File: src/rtl/wptr_full_level_if.sv
// Write-side handshake and status bundle for the dual-clock FIFO write pointer block.
// master = write requester / observer, slave = wptr_full_level.
`timescale 1ns/1ps
interface wptr_full_level_if #(
    parameter int ADDR_WIDTH = 4
);
    logic                  winc;
    logic [ADDR_WIDTH:0]   rptr_sync;
    logic [ADDR_WIDTH:0]   afull_thresh;
    logic                  ovf_clr;
    logic                  wen;
    logic [ADDR_WIDTH-1:0] waddr;
    logic [ADDR_WIDTH:0]   wptr;
    logic                  full;
    logic                  almost_full;
    logic [ADDR_WIDTH:0]   wlevel;
    logic                  overflow;

    modport master (
        output winc, rptr_sync, afull_thresh, ovf_clr,
        input  wen, waddr, wptr, full, almost_full, wlevel, overflow
    );

    modport slave (
        input  winc, rptr_sync, afull_thresh, ovf_clr,
        output wen, waddr, wptr, full, almost_full, wlevel, overflow
    );
endinterface

File: src/rtl/wptr_full_level.sv
// Write-domain pointer, occupancy, almost-full and sticky overflow for a dual-clock FIFO.
// Latency: wen combinational; pointer, level and flags registered, reflecting a write at its own edge.
// Backpressure: writes are refused while full; a refused write sets overflow and leaves state untouched.
`timescale 1ns/1ps
module wptr_full_level #(
    parameter int ADDR_WIDTH = 4
) (
    input  logic              wclk,
    input  logic              rst_n,
    wptr_full_level_if.slave  bus
);
    localparam int AW = ADDR_WIDTH;

    logic [AW:0] wbin;
    logic [AW:0] wgray;
    logic [AW:0] wlevel_q;
    logic        full_q;
    logic        afull_q;
    logic        ovf_q;

    logic        wen;
    logic [AW:0] wbin_next;
    logic [AW:0] wgray_next;
    logic [AW:0] rbin_sync;
    logic [AW:0] wlevel_next;
    logic        full_next;
    logic        afull_next;

    always_comb begin
        wen        = bus.winc & ~full_q;
        wbin_next  = wbin + {{AW{1'b0}}, wen};
        wgray_next = (wbin_next >> 1) ^ wbin_next;

        // Gray to binary: bit i is the XOR of all Gray bits from the MSB down to i.
        rbin_sync = '0;
        for (int i = 0; i <= AW; i++) begin
            rbin_sync[i] = ^(bus.rptr_sync >> i);
        end

        wlevel_next = wbin_next - rbin_sync;
        // Full when the write pointer has lapped the read pointer by exactly one wrap.
        full_next   = (wgray_next == {~bus.rptr_sync[AW:AW-1], bus.rptr_sync[AW-2:0]});
        afull_next  = (wlevel_next >= bus.afull_thresh);
    end

    always_ff @(posedge wclk or negedge rst_n) begin
        if (!rst_n) begin
            wbin     <= '0;
            wgray    <= '0;
            wlevel_q <= '0;
            full_q   <= 1'b0;
            afull_q  <= 1'b0;
            ovf_q    <= 1'b0;
        end else begin
            wbin     <= wbin_next;
            wgray    <= wgray_next;
            wlevel_q <= wlevel_next;
            full_q   <= full_next;
            afull_q  <= afull_next;
            ovf_q    <= (ovf_q & ~bus.ovf_clr) | (bus.winc & full_q);
        end
    end

    assign bus.wen         = wen;
    assign bus.waddr       = wbin[AW-1:0];
    assign bus.wptr        = wgray;
    assign bus.full        = full_q;
    assign bus.almost_full = afull_q;
    assign bus.wlevel      = wlevel_q;
    assign bus.overflow    = ovf_q;
endmodule

File: src/flat_wrapper.sv
// flat-port wrapper written by rule: the top's interface ports become plain ports
module wptr_full_level_flat 
#(
    parameter int ADDR_WIDTH = 4
)
  (wclk, rst_n, bus_winc, bus_rptr_sync, bus_afull_thresh, bus_ovf_clr, bus_wen, bus_waddr, bus_wptr, bus_full, bus_almost_full, bus_wlevel, bus_overflow);
  wptr_full_level_if #(.ADDR_WIDTH(ADDR_WIDTH)) bus_i ();
  input  logic wclk;
  input  logic rst_n;
  input wire logic [$bits(bus_i.winc)-1:0] bus_winc;
  input wire logic [$bits(bus_i.rptr_sync)-1:0] bus_rptr_sync;
  input wire logic [$bits(bus_i.afull_thresh)-1:0] bus_afull_thresh;
  input wire logic [$bits(bus_i.ovf_clr)-1:0] bus_ovf_clr;
  output wire logic [$bits(bus_i.wen)-1:0] bus_wen;
  output wire logic [$bits(bus_i.waddr)-1:0] bus_waddr;
  output wire logic [$bits(bus_i.wptr)-1:0] bus_wptr;
  output wire logic [$bits(bus_i.full)-1:0] bus_full;
  output wire logic [$bits(bus_i.almost_full)-1:0] bus_almost_full;
  output wire logic [$bits(bus_i.wlevel)-1:0] bus_wlevel;
  output wire logic [$bits(bus_i.overflow)-1:0] bus_overflow;
  assign bus_i.winc = bus_winc;
  assign bus_i.rptr_sync = bus_rptr_sync;
  assign bus_i.afull_thresh = bus_afull_thresh;
  assign bus_i.ovf_clr = bus_ovf_clr;
  assign bus_wen = bus_i.wen;
  assign bus_waddr = bus_i.waddr;
  assign bus_wptr = bus_i.wptr;
  assign bus_full = bus_i.full;
  assign bus_almost_full = bus_i.almost_full;
  assign bus_wlevel = bus_i.wlevel;
  assign bus_overflow = bus_i.overflow;
  wptr_full_level #(.ADDR_WIDTH(ADDR_WIDTH)) u_core (.wclk(wclk), .rst_n(rst_n), .bus(bus_i));
endmodule
File: config.mk
export PLATFORM = sky130hd
export DESIGN_NAME = wptr_full_level_flat
export DESIGN_NICKNAME = d
export VERILOG_FILES = /design/src/rtl/wptr_full_level_if.sv /design/src/rtl/wptr_full_level.sv /design/src/flat_wrapper.sv
export SDC_FILE = /design/constraint.sdc
export NUM_CORES = 1
export LEC_CHECK = 0
export ABC_AREA = 1
export CAP_MARGIN = 10
export CORE_MARGIN = 3
export CORE_UTILIZATION = 47
export DETAILED_ROUTE_END_ITERATION = 8
export PLACE_DENSITY = 0.77
export SKIP_LAST_GASP = 1
export SYNTH_ARGS = -nofsm -noshare
export SYNTH_HDL_FRONTEND = slang
export SYNTH_SLANG_ARGS = --single-unit
File: constraint.sdc
create_clock -name wclk -period 2.9 [get_ports wclk]
set_input_delay 0.29 -clock wclk [delete_from_list [all_inputs] [get_ports wclk]]
set_output_delay 0.29 -clock wclk [all_outputs]
set_load 0.01 [all_outputs]
; ---- Yosys cells after proc, flatten, opt, wreduce, memory -nomap -nowiden
; Cells that the tools add are included.
[word_totals]
regBits = 18
wordCells = 23
out_inout_bits = 18
in_bits = 14
[classes]
n_reduce_logical = 5
n_eq_ne = 1
add_sub_neg = 2
magnitude_cmp = 1
n_bitwise = 8
[ops]
columns = cell, n
row1 = $reduce_xor 5->1, 5
row2 = $add 5x1->5, 1
row3 = $eq 5x5->1, 1
row4 = $ge 5x5->1, 1
row5 = $sub 5x5->5, 1
row6 = $xor 4x5->5, 1
row7 = $and 1x1->1, 3
row8 = $not 1->1, 2
row9 = $not 2->2, 1
row10 = $or 1x1->1, 1

; ---- Longest topological paths before layout
[depth]
depth_word = 5
depth_mapped = 17
mapped_depth_nobuf = 17

; ---- Least setup slack after synthesis
; Ideal clock, no wire load.
[synth_path]
path_kind = register -> register
from = reg u_core.full_q (netlist: u_core.bus.full)
to = reg u_core.afull_q (netlist: u_core.bus.almost_full)
synth_period_minus_slack_ns = 2.449
t_arrival_ns = 2.325
stages_incl_launch_ff = 13
setup_ns = 0.124
path_buffers = 0
required_time_ns = 2.776
setup_slack_ns = 0.451
cell_sequence = dfrtp_1 -> inv_2 -> nand3_2 -> inv_1 -> ha_1 -> inv_1 -> fa_1 -> inv_1 -> ha_1 -> a21oi_1 -> o21bai_1 -> a21oi_1 -> o21bai_1
[synth_between]
elab_chain_cells = 5
[synth_lines]
columns = item, line_no
row1 = "start, declared", wptr_full_level.sv:17  ; logic full_q;
row2 = "start signal, assigned", wptr_full_level.sv:58  ; full_q <= full_next;
row3 = $not 1->1, wptr_full_level.sv:30  ; wen = bus.winc & ~full_q;
row4 = $and 1x1->1, wptr_full_level.sv:30
row5 = $add 5x1->5, wptr_full_level.sv:31  ; wbin_next = wbin + {{AW{1'b0}}, wen};
row6 = net u_core.wbin_next[1], wptr_full_level.sv:22  ; logic [AW:0] wbin_next;
row7 = $sub 5x5->5, wptr_full_level.sv:40  ; wlevel_next = wbin_next - rbin_sync;
row8 = net u_core.wlevel_next[1], wptr_full_level.sv:25  ; logic [AW:0] wlevel_next;
row9 = $ge 5x5->1, wptr_full_level.sv:43  ; afull_next = (wlevel_next >= bus.afull_thresh);
row10 = net u_core.afull_next, wptr_full_level.sv:27  ; logic afull_next;
row11 = "end signal, assigned", wptr_full_level.sv:59  ; afull_q <= afull_next;
row12 = "end, declared", wptr_full_level.sv:18  ; logic afull_q;
; The timed path passes the listed nets, and every way through them passes these cells.

; ---- Final worst setup path
[layout_path]
from = in bus_rptr_sync[3]
to = reg u_core.afull_q (netlist: u_core.bus.almost_full)
[layout_between]
elab_chain_cells = 3
elab_cells_between_ends = 6
classes_between = add/sub (1) / order compare (1) / reduce/logical (4)
[layout_lines]
columns = item, line_no
row1 = "start, declared", flat_wrapper.sv:11  ; input wire logic [$bits(bus_i.rptr_sync)-1:0] bus_rptr_sync;
row2 = $reduce_xor 5->1, wptr_full_level.sv:37  ; rbin_sync[i] = ^(bus.rptr_sync >> i);
row3 = $sub 5x5->5 *, wptr_full_level.sv:40
row4 = net u_core.wlevel_next[1], wptr_full_level.sv:25
row5 = $ge 5x5->1 *, wptr_full_level.sv:43
row6 = net u_core.afull_next, wptr_full_level.sv:27
; Mark *: on every way through the listed nets, which the timed path passes. The rest lies on a longest branch.

==> Implementation_results.wiki <==
{| class="wikitable"
! Metric !! Value
|-
| Vias in the first global route || 1016
|-
| Depth of the worst register-to-register path || 15
|-
| Simple-gate share of the synthesized area || 32.56%
|-
| Pwr Density || between 1000 and 1500 nW/um2
|-
| Synth-to-Final Area Change || 38.32%
|-
| Final setup violation count || 0
|-
| Non-filler instance count after layout || 218
|-
| Internal reg-to-reg setup slack || roughly 0.40 ns
|-
| Die Footprint || ~3000 um2
|-
| Global routing met2 resource utilization || 36.22%
|-
| Ratio of cells with drive above 1 in the final layout || 13.16%
|-
| Area of the mapped netlist || 1130 um2
|-
| Area after DPL || 1528 um2
|-
| Max Cap Viol || 0
|-
| Number of antenna violations at the first check in global routing || 0
|-
| Maximum clock skew at final layout || 0.005543 ns
|-
| Adder-cell share of the synthesized area || about an eighth
|-
| Antenna-violating nets left || 0
|-
| Routed wire length per instance || 12.69 um
|-
| Worst slew margin || ~46%
|-
| Cells traversed along the worst timing path || clkdlybuf4s50_1 > inv_1 > nand2_1 > nand2_1 > nand2_1 > nand2_2 > xor2_2 > xor2_1 > ha_1 > fa_1 > inv_1 > ha_1 > a21oi_1 > o21bai_1 > a21oi_1 > o21bai_1
|-
| Portion of netlist area occupied by mux cells || 0%
|-
| Placed wire-length estimate || 2242 um
|-
| Remaining Overflow, GRT || 0
|-
| Global placement routability congestion || 0.8647
|-
| Type of the tightest min-delay check || in -> async
|-
| Core Area || 2255 um2
|-
| Global-route track usage on met3 || 2.949%
|-
| Worst slack on hold paths || 0.4454 ns
|-
| Final number of hold-violating endpoints || 0
|-
| Critical Path Most Common Cell || sky130_fd_sc_hd__nand2_1
|-
| Main combinational cell family by area after synthesis || simple AND/OR/NAND/NOR gates
|-
| Tmin final || around 2.8 ns
|-
| Storage element area || between 400 and 500 um2
|-
| Die width || 55.03 um
|-
| Row count || 17
|-
| Most used routing layer in global routing || met2
|-
| Maximum number of pins on one net before global-route repair || 18
|-
| Outcome || complete, no violations
|-
| Port Buf Inserts || 31
|-
| Compound-Gate Fraction of Synth Area || 3.654%
|-
| Number of instances in the synthesized netlist || about 150
|-
| Register bit count reported by yosys || 17
|-
| Achievable frequency || 0.3629 GHz
|-
| Total clock sinks || 17
|-
| Mean instance size in the synthesized netlist || 7.634 um2
|-
| Crit path DAT || 2.95 ns
|-
| Area of all placed cells without fillers || 1563 um2
|-
| Clock-pin slew reported for the worst setup and hold paths after clock tree synthesis || 0.11 ns
|-
| Sum of negative setup slack || 0 ns
|-
| Final Max Tran Viols || 0
|-
| Global routing usage summed across all routing layers || 19.88%
|-
| Synth warnings || 0
|-
| CTS tree || built
|-
| Largest fanout on the critical path || 3
|-
| Clock network latency to the later pin of the worst-skew pair || 0.30 ns
|-
| Fraction of the cycle the final worst path needs || a little over nine tenths
|-
| Net total in the final layout || 216
|-
| Number of design-rule violations left by the first detailed-router iteration || 24
|-
| Crit path largest cell delay || 0.49 ns
|-
| Leakage power || between 0.8 and 0.9 nW
|-
| RR Startpoint || u_core.bus.full
|-
| Mapped Nets || 173
|-
| Startpoint type of the worst setup path || input port
|-
| Count of unique library cells instantiated by Yosys || 19
|-
| Hold-fix buffers at CTS || 0
|-
| Diode insertion count for antenna repair || 0
|-
| Critical path type || in -> reg
|-
| Floorplan die height || between 50 and 60 um
|-
| Global-route wire length before repair || 4305 um
|-
| Critical-path top delay cell || sky130_fd_sc_hd__clkdlybuf4s50_1
|-
| Placed Cells || approximately 210
|-
| CTS Root Cell || sky130_fd_sc_hd__clkbuf_4
|-
| Area of the multi-input gates || 595.6 um2
|-
| Post-synthesis share of cell area spent on xor and xnor gates || 2.990%
|-
| Largest vdd supply drop || 0.0006242 V
|-
| Detail-routed via count per cell || 5.165
|-
| Htree depth || 1
|-
| Total CTS buffers || 3
|-
| Residual DRC || 0
|-
| Effective utilization at floorplan || 50.11%
|-
| Fill cell instance count of the final layout || 182
|-
| Seq/Total Area, Yosys || 37.65%
|-
| Transition at the pin with the smallest max-transition slack || 0.8116 ns
|-
| Met1 usage in global routing || 23.31%
|-
| Crit path capture type || flip-flop
|-
| R2r endpoint || u_core.bus.almost_full
|-
| Final WL || around 2800 um
|-
| CTS Buffer Depth || 2
|-
| Total number of vias || 1126
|-
| Critical path data required time || between 3 and 4 ns
|-
| Drt first pass iters || 4
|-
| Total I/O pin count || 32
|}
## cell type report
cell class / count / area share (%)
timing repair buffer: 38 / 23.22
sequential: 17 / 27.22
inverter: 31 / 7.446
clock buffer: 3 / 1.441
clock inverter: 1 / 0.3203
tap: 28 / 2.242
multi-input combinational: 100 / 38.11
## critical path: cells and delay by family
family | cells | cell delay (ns)
compound gates | 4 | 0.45
buf+inv | 3 | 0.61
fa+ha+maj | 3 | 0.97
xor+xnor | 2 | 0.31
simple gates | 4 | 0.31
## per-layer routing
layer,vias up,part of all wire [%]
met5,-,0
met4,0,1.1
met3,4,5.9
met2,44,53
met1,529,40
li1,549,-
## synth_stat cells
cell type / instances / area, um2
sky130_fd_sc_hd__nor2_4: 1 / 11.26
sky130_fd_sc_hd__nand3_2: 1 / 10.01
sky130_fd_sc_hd__o21bai_1: 2 / 15.01
sky130_fd_sc_hd__inv_1: 29 / 108.9
sky130_fd_sc_hd__inv_2: 2 / 7.510
sky130_fd_sc_hd__ha_1: 10 / 125.1
sky130_fd_sc_hd__xnor2_1: 1 / 8.760
sky130_fd_sc_hd__xor2_2: 1 / 16.27
sky130_fd_sc_hd__nand2_1: 41 / 153.9
sky130_fd_sc_hd__nand2_2: 8 / 50.05
sky130_fd_sc_hd__nand3b_1: 2 / 15.01
sky130_fd_sc_hd__xor2_1: 1 / 8.760
sky130_fd_sc_hd__dfrtp_1: 17 / 425.4
sky130_fd_sc_hd__a21oi_1: 4 / 20.02
sky130_fd_sc_hd__nand3_1: 22 / 110.1
sky130_fd_sc_hd__fa_1: 1 / 20.02
sky130_fd_sc_hd__nor2_1: 3 / 11.26
sky130_fd_sc_hd__nand4_1: 1 / 6.260
sky130_fd_sc_hd__o22ai_1: 1 / 6.260
## how the worst max path moves through the flow
stage	from	endpoint	slack [ns]
finish	bus_rptr_sync[3]	u_core.bus.almost_full	0.14
CTS	bus_rptr_sync[3]	u_core.bus.almost_full	0.13
floorplan	u_core.bus.full	u_core.bus.almost_full	0.45
global route	bus_rptr_sync[3]	u_core.bus.almost_full	-0.03
global placement	bus_rptr_sync[3]	u_core.bus.almost_full	-0.07
detailed placement	bus_rptr_sync[3]	u_core.bus.almost_full	-0.19
## sequential cells by signal, indices dropped and copies added, names as in the netlist
name,count
u_core.bus.almost_full,1
u_core.bus.wlevel,5
u_core.bus.full,1
u_core.bus.overflow,1
u_core.bus.wptr,4
u_core.wbin,5
## power breakdown
group          internal, mW  switching, mW  total [mW]
clock network        0.0514         0.0840       0.135
logic                 0.554          0.632        1.19
registers             0.354         0.0642       0.419
## cells in the final DEF, fill, tap and decap left out, types with 2 or more instances in the layout
master | Yosys | final
sky130_fd_sc_hd__a21oi_1 | 4 | 4
sky130_fd_sc_hd__buf_4 | 0 | 7
sky130_fd_sc_hd__clkbuf_4 | 0 | 3
sky130_fd_sc_hd__clkdlybuf4s50_1 | 0 | 31
sky130_fd_sc_hd__dfrtp_1 | 17 | 17
sky130_fd_sc_hd__ha_1 | 10 | 10
sky130_fd_sc_hd__inv_1 | 29 | 29
sky130_fd_sc_hd__inv_2 | 2 | 2
sky130_fd_sc_hd__nand2_1 | 41 | 41
sky130_fd_sc_hd__nand2_2 | 8 | 8
sky130_fd_sc_hd__nand3_1 | 22 | 22
sky130_fd_sc_hd__nand3b_1 | 2 | 2
sky130_fd_sc_hd__nor2_1 | 3 | 3
sky130_fd_sc_hd__o21bai_1 | 2 | 2
## what timing repair did
action,in CTS,in global routing
gates resized for setup,0,1
buffers inserted,0,0
setup endpoints to repair,0,1
## stage by stage
step | worst slack, ns | utilization (%) | total power [mW]
after floorplan | 0.4515 | - | 1.116
after global placement | -0.06850 | 67.76 | 1.526
after detailed placement | -0.1868 | 67.76 | 1.588
after CTS | 0.1265 | 68.98 | 1.730
after global routing | -0.02873 | 69.31 | 1.918
final | 0.1443 | 69.31 | 1.740
## cells by family (layout without fill, tap and decap cells)
| kind of cell | Yosys count | after routing |
|---|---|---|
| xor+xnor | 3 | 3 |
| buf+inv | 31 | 73 |
| fa+ha+maj | 11 | 11 |
| compound gates | 7 | 7 |
| simple gates | 79 | 79 |
| flops | 17 | 17 |
(Power assumes the default switching activity.)
